**src/rtl/rom_reader_pkg.sv**
```systemverilog
// Shared types and constants for the ROM burst reader.
package rom_reader_pkg;

  localparam int DATA_W     = 24;
  localparam int FIFO_DEPTH = 3;
  localparam int CNT_W      = 2;

  typedef enum logic [1:0] {
    S_IDLE,
    S_READ,
    S_DRAIN
  } state_e;

  typedef struct packed {
    logic              last;
    logic [DATA_W-1:0] data;
  } entry_t;

  function automatic logic [CNT_W-1:0] ptr_inc(
    input logic [CNT_W-1:0] p
  );
    return (p == CNT_W'(FIFO_DEPTH - 1)) ? '0 : p + 1'b1;
  endfunction

endpackage

```
**src/rtl/rom_reader_fifo.sv**
```systemverilog
// Three-entry output buffer holding ROM words plus last flag.
import rom_reader_pkg::*;

module rom_reader_fifo (
  input  logic             i_clk,
  input  logic             i_rst,
  input  logic             i_push,
  input  entry_t           i_din,
  input  logic             i_pop,
  output entry_t           o_dout,
  output logic [CNT_W-1:0] o_count
);

  entry_t           mem_q [FIFO_DEPTH];
  logic [CNT_W-1:0] wr_q;
  logic [CNT_W-1:0] rd_q;
  logic [CNT_W-1:0] cnt_q;
  logic             pop_ok;

  assign pop_ok  = i_pop && (cnt_q != '0);
  assign o_dout  = mem_q[rd_q];
  assign o_count = cnt_q;

  always_ff @(posedge i_clk or posedge i_rst) begin
    if (i_rst) begin
      for (int i = 0; i < FIFO_DEPTH; i++) begin
        mem_q[i] <= '0;
      end
      wr_q  <= '0;
      rd_q  <= '0;
      cnt_q <= '0;
    end else begin
      if (i_push) begin
        mem_q[wr_q] <= i_din;
        wr_q        <= ptr_inc(wr_q);
      end
      if (pop_ok) begin
        rd_q <= ptr_inc(rd_q);
      end
      cnt_q <= cnt_q + CNT_W'(i_push) - CNT_W'(pop_ok);
    end
  end

endmodule

```
**src/rtl/rom_reader.sv**
```systemverilog
// Streams a burst of ROM words through a 3-deep buffer with backpressure.
// Optional ROM_READER_CHECKSUM_EN adds a running sum of accepted beats.
import rom_reader_pkg::*;

module rom_reader #(
  parameter int ADDR       = 256,
  parameter int ADDR_LINES = 8
) (
  input  logic                  i_clk,
  input  logic                  i_rst,
  input  logic                  i_start,
  input  logic [ADDR_LINES-1:0] i_base,
  input  logic [ADDR_LINES:0]   i_len,
  output logic [ADDR_LINES-1:0] o_rom_addr,
  output logic                  o_rom_ren,
  input  logic [DATA_W-1:0]     i_rom_data,
  output logic                  o_valid,
  output logic [DATA_W-1:0]     o_data,
  output logic                  o_last,
  input  logic                  i_ready,
  output logic                  o_busy,
  output logic                  o_done
`ifdef ROM_READER_CHECKSUM_EN
  ,
  output logic [DATA_W-1:0]     o_checksum
`endif
);

  state_e                state_q;
  logic [ADDR_LINES-1:0] addr_q;
  logic                  ren_q;
  logic                  pend_q;
  logic [ADDR_LINES:0]   rem_q;
  logic [ADDR_LINES:0]   push_left_q;
  logic                  done_q;

  entry_t                head;
  entry_t                din;
  logic [CNT_W-1:0]      fifo_cnt;
  logic                  pop;
  logic [2:0]            cnt_d;
  logic                  can_issue;
  logic [ADDR_LINES:0]   addr_p1;
  logic [ADDR_LINES-1:0] addr_d;

  assign o_valid    = (fifo_cnt != '0);
  assign o_data     = o_valid ? head.data : '0;
  assign o_last     = o_valid & head.last;
  assign o_busy     = (state_q != S_IDLE);
  assign o_done     = done_q;
  assign o_rom_ren  = ren_q;
  assign o_rom_addr = addr_q;
  assign pop        = o_valid & i_ready;

  // Words in the buffer plus the read whose data lands now bound the next issue.
  assign cnt_d     = 3'(fifo_cnt) + 3'(pend_q) - 3'(pop);
  assign can_issue = (cnt_d + 3'(ren_q)) < 3'(FIFO_DEPTH);

  assign addr_p1 = {1'b0, addr_q} + 1'b1;
  assign addr_d  = (addr_p1 == (ADDR_LINES+1)'(ADDR))
                   ? '0 : addr_p1[ADDR_LINES-1:0];

  assign din.last = (push_left_q == (ADDR_LINES+1)'(1));
  assign din.data = i_rom_data;

  rom_reader_fifo u_fifo (
    .i_clk   (i_clk),
    .i_rst   (i_rst),
    .i_push  (pend_q),
    .i_din   (din),
    .i_pop   (pop),
    .o_dout  (head),
    .o_count (fifo_cnt)
  );

  always_ff @(posedge i_clk or posedge i_rst) begin
    if (i_rst) begin
      state_q     <= S_IDLE;
      addr_q      <= '0;
      ren_q       <= 1'b0;
      pend_q      <= 1'b0;
      rem_q       <= '0;
      push_left_q <= '0;
      done_q      <= 1'b0;
    end else begin
      pend_q <= ren_q;
      done_q <= 1'b0;
      if (pend_q) begin
        push_left_q <= push_left_q - 1'b1;
      end
      unique case (state_q)
        S_IDLE: begin
          if (i_start) begin
            if (i_len == '0) begin
              done_q <= 1'b1;
            end else begin
              state_q     <= S_READ;
              ren_q       <= 1'b1;
              addr_q      <= i_base;
              rem_q       <= i_len - 1'b1;
              push_left_q <= i_len;
            end
          end
        end
        S_READ: begin
          if (rem_q != '0 && can_issue) begin
            ren_q  <= 1'b1;
            addr_q <= addr_d;
            rem_q  <= rem_q - 1'b1;
          end else begin
            ren_q <= 1'b0;
            if (rem_q == '0) begin
              state_q <= S_DRAIN;
            end
          end
        end
        S_DRAIN: begin
          if (pop && o_last) begin
            state_q <= S_IDLE;
            done_q  <= 1'b1;
          end
        end
        default: state_q <= S_IDLE;
      endcase
    end
  end

`ifdef ROM_READER_CHECKSUM_EN
  logic [DATA_W-1:0] sum_q;

  assign o_checksum = sum_q;

  always_ff @(posedge i_clk or posedge i_rst) begin
    if (i_rst) begin
      sum_q <= '0;
    end else if (state_q == S_IDLE && i_start) begin
      sum_q <= '0;
    end else if (pop) begin
      sum_q <= sum_q + o_data;
    end
  end
`endif

endmodule

```
**config.mk**
```make
export PLATFORM = sky130hd
export DESIGN_NAME = rom_reader
export DESIGN_NICKNAME = d
export VERILOG_FILES = /design/src/rtl/rom_reader_pkg.sv /design/src/rtl/rom_reader_fifo.sv /design/src/rtl/rom_reader.sv
export SDC_FILE = /design/constraint.sdc
export NUM_CORES = 1
export LEC_CHECK = 0
export BUFFER_PORTS_ARGS = -buffer_cell sky130_fd_sc_hd__buf_4
export CAP_MARGIN = 5
export CORE_MARGIN = 5
export CORE_UTILIZATION = 40
export DETAILED_ROUTE_END_ITERATION = 8
export GPL_TIMING_DRIVEN = 0
export HOLD_SLACK_MARGIN = 0.02
export SKIP_CTS_REPAIR_TIMING = 1
export SYNTH_ARGS = -nofsm -noshare
export SYNTH_HDL_FRONTEND = slang
export SYNTH_HIERARCHICAL = 1
export SYNTH_SLANG_ARGS = --single-unit
```
**constraint.sdc**
```tcl
create_clock -name i_clk -period 2.6 [get_ports i_clk]
set_input_delay 0.26 -clock i_clk [delete_from_list [all_inputs] [get_ports i_clk]]
set_output_delay 0.26 -clock i_clk [all_outputs]
set_load 0.05 [all_outputs]
```
* Word-level counts from Yosys, hierarchy flattened *
Index checks and enable logic that the tools add are counted.
Widths: inputs -> output; s select.

word-level totals
  register bits after elaboration = 112
  input port bits = 45
  output and inout bits = 37
  logic and storage cells = 97

operators by class
  add/sub/neg operators = 11
  $lt $le $gt $ge = 4
  eq/ne operators = 12
  multiplexer cells = 36
  bitwise logic cells = 4
  reduce and logical (&&, ||, !) cells = 14

operators by type and width
  kind                 count
  $bwmux 75            1
  $mux 25              3
  $mux 9               7
  $bmux 25 s2          1
  $demux 25 s2         1
  $mux 8               4
  $sub 9x1->9 const B  3
  $mux 24              1
  $logic_not 9->1      2
  $pmux 9 s2           1
  $pmux 8 s2           1
  $mux 2               7
  $ne 2x2->1 const B   6
  $add 8x1->9 const B  1
  $eq 9x1->1 const B   1
  $eq 9x9->1 const B   1
  $reduce_bool 9->1    1
  $eq 2x2->1 const B   3
  $ge 3x3->1 const B   2
  $mux 1               6
  $not 2->3            2
  $pmux 2 s3           1
  $reduce_bool 2->1    3
  $reduce_and 5->1     1
  other kinds (15)     21

* Longest topological paths before layout *
Gate-level depths: netlist of the first run.

  word-level depth = 8
  mapped depth = 13
  gate-level depth less buffers = 12

* Modules after synthesis *
The synthesis of the first run kept the hierarchy.

modules (own cells, without submodules)
  module           times used  cells each  area each (um^2)  seq. area each (um^2)
  rom_reader_fifo  1           241         3,582.2           2,026.9
  rom_reader       1           268         2,259.7           775.7

* Worst setup path after synthesis of the first run *
OpenSTA, ideal clock, no wires.

  path type = reg-to-reg
  start point = reg u_fifo.cnt_q[1] (netlist: u_fifo/o_count[1])
  end point = reg rem_q[6]
  arrival time = 2,763 ps
  data required time = 2,462 ps
  setup slack = -301 ps
  stages on the path, launching flop included = 13
  path buffers = 0
  period minus slack after synthesis = 2,901 ps
  path through = dfrtp_1 > inv_1 > nand2_1 > and2_1 > ha_1 > fa_1 > inv_1 > fa_1 > inv_1 > o21ai_0 > o21a_4 > a2111oi_2 > a311oi_2

on the way
  cells in the longest elaborated chain, start to end = 8
  elaborated cells between the ends (all ways) = 9
  classes of those cells = 3 x add/sub; 1 x order compare; 1 x eq/ne; 1 x bitwise; 3 x reduce/logical

RTL lines
  item                        line                   RTL
  from (decl)                 rom_reader_fifo.sv:17  logic [CNT_W-1:0] cnt_q;
  from (signal assigned)      rom_reader_fifo.sv:40  cnt_q <= cnt_q + CNT_W'(i_push) - CNT_W'(pop_ok);
  $reduce_bool 2->1           rom_reader.sv:46       assign o_valid = (fifo_cnt != '0);
  $and 1x1->1                 rom_reader.sv:53       assign pop = o_valid & i_ready;
  via pop                     rom_reader.sv:40       logic pop;
  $sub 3x1->3                 rom_reader.sv:56       assign cnt_d = 3'(fifo_cnt) + 3'(pend_q) - 3'(pop);
  $add 3x1->3                 rom_reader.sv:57       assign can_issue = (cnt_d + 3'(ren_q)) < 3'(FIFO_DEPTH);
  $lt 3x2->1                  rom_reader.sv:57
  $logic_and 1x1->1           rom_reader.sv:106      if (rem_q != '0 && can_issue) begin
  $ne 2x2->1 (no line)        --
  $reduce_and 4->1 (no line)  --
  to (signal assigned)        rom_reader.sv:100      rem_q <= i_len - 1'b1;
  to (signal assigned)        rom_reader.sv:109      rem_q <= rem_q - 1'b1;
  to (decl)                   rom_reader.sv:33       logic [ADDR_LINES:0] rem_q;

The timed path passes the listed nets, and every way through them passes these cells.
A chain may end at the register's enable or synchronous reset.

* Final worst setup path of the first run *
  start point = reg u_fifo.cnt_q[1] (netlist: u_fifo/o_count[1])
  end point = reg rem_q[5]

The elaborated chain is that of the path after synthesis.

==> results of run 1 <==
[worst max-delay path by stage]
| stage | end | slack, ns | cells after the start |
|---|---|---|---|
| finish | rem_q[5]$_DFFE_PP0P_ | -0.11 | 13 |
| global route | rem_q[2]$_DFFE_PP0P_ | -0.25 | 13 |
| CTS | o_rom_addr[1]$_DFFE_PP0P_ | -0.33 | 12 |
| detailed placement | o_rom_addr[1]$_DFFE_PP0P_ | -0.31 | 12 |
| global placement | u_fifo/mem_q[58]$_DFFE_PP0P_ | -0.70 | 2 |
| floorplan | rem_q[6]$_DFFE_PP0P_ | 0.02 | 12 |
[synthesized netlist by cell type (all sizes together), types with 5 or more instances]
cell type / number / share of area [%]
a21oi: 29 / 2.5
and2: 26 / 2.8
buf: 19 / 1.9
clkbuf: 10 / 0.64
dfrtp: 112 / 48
ha: 7 / 1.5
inv: 17 / 1.1
mux2: 80 / 15
mux2i: 31 / 5.3
nand2: 28 / 1.8
nand2b: 6 / 0.64
nand3: 10 / 0.86
nor2: 22 / 1.4
nor3: 7 / 0.60
nor4: 7 / 0.75
o21ai: 11 / 0.94
o2bb2ai: 25 / 3.7
o31ai: 5 / 0.96
or4: 5 / 0.84
xnor2: 7 / 1.0
[sequential cells by signal, indices dropped and copies added, names as in the netlist]
signal          count
o_rom_ren           1
state_q             2
u_fifo/wr_q         2
u_fifo/o_count      2
u_fifo/rd_q         2
pend_q              1
push_left_q         9
o_done              1
o_rom_addr          8
rem_q               9
u_fifo/mem_q       75
[logic make-up (layout without fill, tap and decap cells)]
family          after synthesis  after routing  synth area share (%)
buf+inv                      46            158                  3.66
simple gates                127            127                  11.9
compound gates               94             94                  12.0
xor+xnor                     10             10                  1.50
fa+ha+maj                     9              9                  2.18
flops                       112            112                  48.0
mux                         111            111                  20.7
[area by class of cell]
type                       count  area share, %
sequential                   112           38.7
buffer                        29           2.26
tap                          184           3.18
clock buffer                  13           3.73
timing repair buffer          96           10.2
clock inverter                 3          0.657
multi-input combinational    351           40.3
inverter                      17          0.950
[worst max-delay path, stage by stage (launching register included)]
cell and delay [ns]:
dfrtp_2 0.44, inv_4 0.08, nand2_8 0.05, and2_4 0.18, ha_4 0.21, fa_2 0.35
inv_2 0.07, fa_2 0.42, inv_2 0.08, o21ai_4 0.07, o21ai_4 0.20, buf_6 0.15
o211ai_1 0.09, a22o_1 0.21
[layer usage]
layer  GRT usage [%]  wire [µm]  part of all wire, %  vias up
li1                -          -                    -     2057
met1            21.9       6280                   44     2200
met2            28.8       6910                   49      109
met3            2.97        689                  4.9       23
met4            6.53        276                  2.0        0
met5               0          0                    0        -
[metrics by stage]
stage / setup TNS [ns] / area [µm²] / hold WS [ns] / utilization, %
6_report: -0.953 / 7240 / 0.145 / 50.2
5_1_grt: -3.46 / 7240 / 0.136 / 50.2
4_1_cts: -4.82 / 7070 / -0.0279 / 49.0
3_5_place_dp: -4.51 / 6750 / 0.351 / 46.8
3_3_place_gp: -60.03 / 6730 / 0.465 / 46.6
2_1_floorplan: 0 / 5890 / 0.364 / -
==> flow_summary_export.csv, run 1 <==
group,metric,value,unit
floorplan,core-area,0.0144,mm²
global_route,antenna_found_initial,0,
setup_path,cp-startpoint,"u_fifo/o_count[1]$_DFF_PP0_",
floorplan,ios,82,
drt,antenna_left,0,
drt,via_count,4389,
setup_path,crit_type,"flop to flop",
worst_hold_path,holdPathStages,3,
clock_network,clk_latency,0.36,ns
clock_network,clk_pin_slew,0.08,ns
setup_path,required,2.84,ns
sta,fin_ws,-0.105,ns
sta,hold_viol_final,0,
yosys,synth-seq-cells,112,
clock_network,htreeDepth,3,
clock_network,cts_root_buf,"clkbuf_16",
setup_path,r2r-start,"u_fifo/o_count[1]$_DFF_PP0_",
clock_network,cts_tree,"done",
sta,max_freq,0.370,GHz
sta,period_needed,2.71,ns
drt,wl,14100,µm
sta,period_share,104,%
drt,drc,0,
layout,final_common_cell,"dfrtp_1",
status,status,"complete, but fails checks",
yosys,synth_area,0.00584,mm²
setup_path,critPathCaptureType,"flop",
layout,layoutNonFillerInstCount,805,
placed_design,gp_congestion,0.861,
clock_network,cts_buffers,9,
global_route,grt-ovfl-total,0,
worst_hold_path,holdPathEnd,"o_rom_addr[0]$_DFFE_PP0P_",
yosys,ys_types,56,
layout,diodes,0,
yosys,syn_inst,509,
yosys,synth_edf_count,0,
layout,nets,670,
global_route,grt_pass1_vias,4534,
status,violations,"setup timing",
floorplan,fp.dieW,131,µm
run,max_cap_violations,0,
floorplan,die_h,131,µm
layout,syn_to_final_growth,23.9,%
layout,final-seq-area,0.00281,mm²
global_route,grt_usage,17.1,%
placed_design,portBuffers,81,
clock_network,clock_path_buffers,2,
yosys,ys_warn_count,6,
global_route,grt_pass1_wl,23000,µm
clock_network,cts.sinks,112,
yosys,synth.avg_cell_area,11.5,µm²
setup_path,critPathArrivalTime,2.95,ns
yosys,synth-main-ff-cell,"dfrtp_1",
setup_path,worstSetupStartpointType,"flop",
floorplan,initial_core_util,40.5,%
sta,slew_violations,0,
global_route,grt_start_max_net_pins,43,
placed_design,dp_cells,775,
setup_path,critPathMaxFanout,5,
layout,drive_gt1_share,40.1,%
placed_design,pre_cts_ws,-0.313,ns
layout,mostFrequentLayoutCells,"dfrtp_1 (110), buf_4 (93), mux2_2 (79)",
floorplan,core.rowCount,44,
sta,tightest_slew,0.678,ns
setup_path,r2r-end,"rem_q[5]$_DFFE_PP0P_",
worst_hold_path,hp-class,"input pin to flop",
sta,rsz0062_at_grt,"true",
worst_hold_path,hp-start,"i_base[0]",
sta,slew_headroom,54.7,%
setup_path,regToRegSetupSlack,-0.11,ns
drt,first_iter_violations,218,
drt,viasPerCell,5.45,
floorplan,die_area,0.0171,mm²
yosys,synth_seq_area_share,48.0,%
sta,setup_viol,16,
layout,fillers,1331,
layout,multi_input_area,0.00292,mm²
yosys,async_flop_share,100,%
drt,wire_per_inst,17.6,µm
yosys,syn_nets,563,
drt,first_pass_iters,4,
placed_design,dp_hpwl,9840,µm
setup_path,rr_worst_depth,13,
sta,clock_skew,0.0113,ns
Power of run 1 is left out: the tool's default activity adds up to more than one toggle a clock period on the data nets, which glitch-free logic cannot reach.
==> run 2: changes to the inputs <==
--- a/config.mk
+++ b/config.mk
@@ -12,6 +12,7 @@
 export DETAILED_ROUTE_END_ITERATION = 8
 export GPL_TIMING_DRIVEN = 0
 export HOLD_SLACK_MARGIN = 0.02
+export PLACE_DENSITY = 0.63
 export SKIP_CTS_REPAIR_TIMING = 1
 export SYNTH_ARGS = -nofsm -noshare
 export SYNTH_HDL_FRONTEND = slang
==> flow_summary_export.csv, run 2 (synthesis results as in run 1) <==
group,metric,value,unit
drt,wire_per_inst,17.3,µm
floorplan,initial_core_util,40.5,%
floorplan,core.rowCount,44,
floorplan,ios,82,
floorplan,die_area,0.0171,mm²
placed_design,gp_congestion,0.864,
global_route,antenna_found_initial,0,
drt,antenna_left,0,
clock_network,cts.sinks,112,
setup_path,required,2.84,ns
sta,period_needed,2.80,ns
clock_network,htreeDepth,3,
layout,mostFrequentLayoutCells,"dfrtp_1 (110), buf_4 (94), mux2_2 (79)",
setup_path,critPathCaptureType,"flop",
sta,fin_ws,-0.202,ns
global_route,grt_start_max_net_pins,42,
layout,syn_to_final_growth,23.3,%
global_route,grt_usage,16.6,%
layout,top_register,"u_fifo/mem_q",
layout,nets,669,
placed_design,dp_cells,775,
layout,top_regs,"u_fifo/mem_q: 75 flops, push_left_q: 9 flops, rem_q: 9 flops",
sta,setup_viol,17,
setup_path,crit_type,"flop to flop",
sta,slew_violations,0,
setup_path,critPathMaxFanout,6,
floorplan,core-area,0.0144,mm²
sta,hold_viol_final,0,
clock_network,clk_latency,0.36,ns
status,violations,"setup timing",
placed_design,dp_hpwl,9750,µm
drt,first_iter_violations,197,
layout,largest_reg_flops,75,
run,max_cap_violations,0,
global_route,grt_pass1_wl,22400,µm
layout,final_common_cell,"dfrtp_1",
drt,drc,0,
sta,clock_skew,0.00717,ns
clock_network,clk_pin_slew,0.08,ns
worst_hold_path,hp-class,"input pin to flop",
sta,period_share,108,%
clock_network,clock_path_buffers,2,
layout,final-seq-area,0.00281,mm²
sta,max_freq,0.357,GHz
clock_network,cts_buffers,9,
clock_network,cts_root_buf,"clkbuf_16",
placed_design,portBuffers,81,
drt,wl,13900,µm
floorplan,fp.dieW,131,µm
layout,diodes,0,
layout,multi_input_area,0.00289,mm²
layout,drive_gt1_share,39.4,%
setup_path,critPathArrivalTime,3.05,ns
status,status,"complete, but fails checks",
sta,fin_tns_setup,-1.64,ns
drt,viasPerCell,5.38,
sta,slew_headroom,57.7,%
sta,rsz0062_at_grt,"true",
floorplan,die_h,131,µm
global_route,grt-ovfl-total,0,
setup_path,worstSetupStartpointType,"flop",
sta,tightest_slew,0.630,ns
clock_network,cts_tree,"done",
global_route,grt_pass1_vias,4431,
layout,fillers,1322,
layout,layoutNonFillerInstCount,804,
drt,first_pass_iters,4,
drt,via_count,4328,
[run 2: cell types whose count changed in the layout (fill, tap and decap cells not counted), sizes merged]
| cell | delta |
|---|---|
| clkinv | +1 |
| clkbuf | -2 |
| bufinv | -1 |
| clkinvlp | +1 |
[run 2: per-stage QoR]
step | util (%) | hold WS (ns) | area (µm²) | worst slack, ns
floorplan | - | 0.364 | 5890 | 0.0196
global placement | 46.6 | 0.467 | 6730 | -0.652
detailed placement | 46.8 | 0.353 | 6750 | -0.310
CTS | 48.8 | -0.0421 | 7040 | -0.349
global route | 50.0 | 0.135 | 7210 | -0.279
finish | 50.0 | 0.146 | 7210 | -0.202
[run 2: layout make-up]
type                    count  area share (%)
inverters                  17           0.955
clock inverters             4           0.504
multi-input cells         351            40.1
flip-flops and latches    112            38.9
clock buffers              12            3.56
plain buffers              28            2.31
well taps                 184            3.20
repair buffers             96            10.5
[run 2: worst max-delay path: stages, from the launching register on]
cell and delay, ns:
dfrtp_2 0.45, inv_4 0.09, nand2_8 0.05, and2_4 0.18
ha_4 0.26, fa_2 0.18, inv_2 0.04, fa_2 0.57
inv_2 0.04, o21ai_2 0.18, o21ai_2 0.12, buf_6 0.16
buf_4 0.15, a32o_1 0.22
[run 2: worst paths after layout]
kind / from / to / slack [ns] / cells after the start
min in group asynchronous: i_rst / push_left_q[2]$_DFF_PP0_ / 0.50 / 3
worst min-delay path: i_rom_data[20] / u_fifo/mem_q[45]$_DFFE_PP0P_ / 0.15 / 2
worst min register to register: o_rom_ren$_DFFE_PP0P_ / pend_q$_DFF_PP0_ / 0.48 / 0
max in group asynchronous: i_rst / u_fifo/mem_q[14]$_DFFE_PP0P_ / 1.51 / 4
worst max-delay path: u_fifo/o_count[1]$_DFF_PP0_ / rem_q[3]$_DFFE_PP0P_ / -0.20 / 13
worst max register to register: u_fifo/o_count[1]$_DFF_PP0_ / rem_q[3]$_DFFE_PP0P_ / -0.20 / 13
[run 2: metal layers]
metal  vias up  global-route usage, %  part of all wire, %
met3        14                   4.51                  5.1
met4         0                   3.87                  1.0
li1       2045                      -                    -
met2        92                   28.5                   50
met5         -                      0                    0
met1      2177                   20.8                   44
Power of run 2 is left out for the same reason.
==> run 3: changes to the inputs <==
--- a/config.mk
+++ b/config.mk
@@ -12,9 +12,8 @@
 export DETAILED_ROUTE_END_ITERATION = 8
 export GPL_TIMING_DRIVEN = 0
 export HOLD_SLACK_MARGIN = 0.02
-export PLACE_DENSITY = 0.63
+export PLACE_DENSITY = 0.61
 export SKIP_CTS_REPAIR_TIMING = 1
 export SYNTH_ARGS = -nofsm -noshare
 export SYNTH_HDL_FRONTEND = slang
-export SYNTH_HIERARCHICAL = 1
 export SYNTH_SLANG_ARGS = --single-unit
==> constraint.sdc (replaced) <==
create_clock -name i_clk -period 3.3 [get_ports i_clk]
set_input_delay 0.33 -clock i_clk [delete_from_list [all_inputs] [get_ports i_clk]]
set_output_delay 0.33 -clock i_clk [all_outputs]
set_load 0.05 [all_outputs]
==> flow_summary_export.csv, run 3 <==
group,metric,value,unit
status,status,"finished clean",
yosys,synth_edf_count,0,
sta,hold_viol_final,0,
setup_path,regToRegSetupSlack,0.19,ns
run,max_cap_violations,0,
global_route,grt_usage,18.0,%
global_route,grt-ovfl-total,0,
drt,wl,14400,µm
setup_path,worstSetupStartpointType,"flop",
yosys,synthTopCellsByArea,"dfrtp_1 (49%), mux2_2 (9.4%), nand2_1 (7.7%)",
yosys,syn_nets,647,
yosys,async_flop_share,100,%
yosys,synth_most_common_cell,"nand2_1",
floorplan,core-area,0.0140,mm²
yosys,synth.avg_cell_area,9.70,µm²
worst_hold_path,hp-class,"input pin to asynchronous set/reset pin",
yosys,synth-main-ff-cell,"dfrtp_1",
drt,viasPerCell,5.33,
clock_network,htreeDepth,3,
clock_network,cts_buffers,9,
yosys,synth_seq_area_share,48.7,%
layout,mostFrequentLayoutCells,"nand2_1 (117), dfrtp_1 (111), buf_4 (82)",
floorplan,core.rowCount,43,
drt,via_count,4635,
setup_path,rr_worst_depth,13,
sta,clock_skew,0.0107,ns
setup_path,critPathMaxFanout,10,
clock_network,clk_pin_slew,0.07,ns
global_route,antenna_found_initial,0,
placed_design,gp_congestion,0.849,
yosys,ys_warn_count,0,
sta,setup_viol,0,
drt,drc,0,
placed_design,dp_hpwl,10200,µm
sta,hold-worst-slack,0.0702,ns
layout,largest_reg_flops,75,
yosys,ys_types,52,
setup_path,critPathCaptureType,"flop",
global_route,grt_pass1_vias,4829,
sta,tightest_slew,0.962,ns
sta,slew_violations,0,
placed_design,portBuffers,80,
layout,syn_to_final_growth,20.3,%
sta,max_freq,0.322,GHz
yosys,synth-seq-cells,112,
clock_network,cts.sinks,112,
yosys,syn_inst,593,
yosys,synth_area,0.00575,mm²
floorplan,die_h,130,µm
layout,diodes,0,
setup_path,required,3.52,ns
sta,period_needed,3.11,ns
clock_network,cts_tree,"done",
drt,wire_per_inst,16.5,µm
drt,antenna_left,0,
floorplan,initial_core_util,41.1,%
drt,first_iter_violations,186,
layout,top_regs,"u_fifo.mem_q: 75 flops, push_left_q: 9 flops, rem_q: 9 flops",
global_route,grt_pass1_wl,24100,µm
floorplan,fp.dieW,130,µm
floorplan,die_area,0.0169,mm²
yosys,synthTopCellsByCount,"nand2_1 (118), dfrtp_1 (112), nor2_1 (56)",
setup_path,crit_slowest_cell,"dfrtp_2",
setup_path,critPathArrivalTime,3.33,ns
sta,period_share,94.2,%
global_route,grt_start_max_net_pins,67,
setup_path,crit_chain,"nor2_4 -> inv_2 -> nand2_2 -> inv_1 -> ha_1 -> fa_1 -> inv_1 -> fa_1 -> a21oi_4 -> a31oi_4 -> buf_6 -> o41ai_1 -> o31ai_1",
clock_network,clock_path_buffers,2,
layout,final_common_cell,"nand2_1",
yosys,synth_largest_area_cell,"dfrtp_1",
layout,drive_gt1_share,23.5,%
setup_path,critical-path-max-stage-delay,0.45,ns
layout,top_register,"u_fifo.mem_q",
yosys,yosys.area.top_type_share,48.7,%
sta,slew_headroom,35.4,%
clock_network,clk_latency,0.35,ns
clock_network,cts_root_buf,"clkbuf_16",
floorplan,ios,82,
setup_path,crit_type,"flop to flop",
layout,nets,741,
drt,first_pass_iters,5,
sta,rsz0062_at_grt,"false",
==> run 3: cell types whose count changed after synthesis, sizes merged, moves of 4 or more <==
| cell | before | now |
|---|---|---|
| nand2 | 28 | 118 |
| nor2 | 22 | 56 |
| mux2 | 80 | 48 |
| o2bb2ai | 25 | 0 |
| and2 | 26 | 2 |
| o21ai | 11 | 29 |
| clkbuf | 10 | 25 |
| o22a | 1 | 12 |
| buf | 19 | 9 |
| nor3 | 7 | 15 |
| a31oi | 2 | 7 |
| inv | 17 | 21 |
| nor4 | 7 | 3 |
| or3 | 1 | 5 |
==> run 3: kinds of logic (layout without fill, tap and decap cells) <==
family / count (synthesis) / after routing / share of synthesized area (%)
adder cells (fa/ha/maj): 9 / 9 / 2.22
flip-flops: 112 / 112 / 48.7
multiplexers: 78 / 78 / 14.6
buffers and inverters: 55 / 152 / 4.09
AND/OR/NAND/NOR: 226 / 226 / 16.9
XOR/XNOR: 12 / 12 / 1.83
AO/OA/AOI/OAI: 101 / 101 / 11.6
==> run 3: worst max-delay path, delay by kind of cell, from the launching register on <==
family	cells	cell delay [ns]
buffers and inverters	4	0.39
AO/OA/AOI/OAI	4	0.79
flip-flops	1	0.45
adder cells (fa/ha/maj)	3	1.09
AND/OR/NAND/NOR	2	0.26
==> run 3: routing by layer <==
layer	GRT usage [%]	share of wire, %
met5	0	0
met4	6.54	1.9
met2	30.8	49
met1	23.1	45
met3	2.82	4.4
==> run 3: layout make-up <==
class                   count  area, µm²
well taps                 180        225
repair buffers             83        643
multi-input cells         426       2740
inverters                  21       81.3
flip-flops and latches    112       2800
clock buffers              10        229
fillers                  1321       7060
clock inverters             4       47.5
plain buffers              34        156
==> run 3: path summary, 6_finish.rpt <==
check / to / startpoint
setup reg to reg: rem_q[6]$_DFFE_PP0P_ / u_fifo.o_count[1]$_DFF_PP0_
max in group asynchronous: u_fifo.mem_q[31]$_DFFE_PP0P_ / i_rst
hold / removal: state_q[0]$_DFFE_PP0P_ / i_rst
min in group i_clk: u_fifo.mem_q[71]$_DFFE_PP0P_ / i_rom_data[21]
setup / recovery: rem_q[6]$_DFFE_PP0P_ / u_fifo.o_count[1]$_DFF_PP0_
hold reg to reg: u_fifo.mem_q[68]$_DFFE_PP0P_ / u_fifo.mem_q[68]$_DFFE_PP0P_
==> run 3: stage by stage <==
stage	util, %	area (µm²)	worst slack, ns	TNS, ns	std cells
floorplan	-	5760	0.0110	0	593
global placement	47.1	6590	-1.36	-152.44	853
detailed placement	47.3	6620	-0.279	-1.12	854
CTS	49.3	6890	-0.310	-1.64	868
global route	49.5	6920	0.0000997	0	870
finish	49.5	6920	0.192	0	870
Power of run 3 is left out for the same reason.
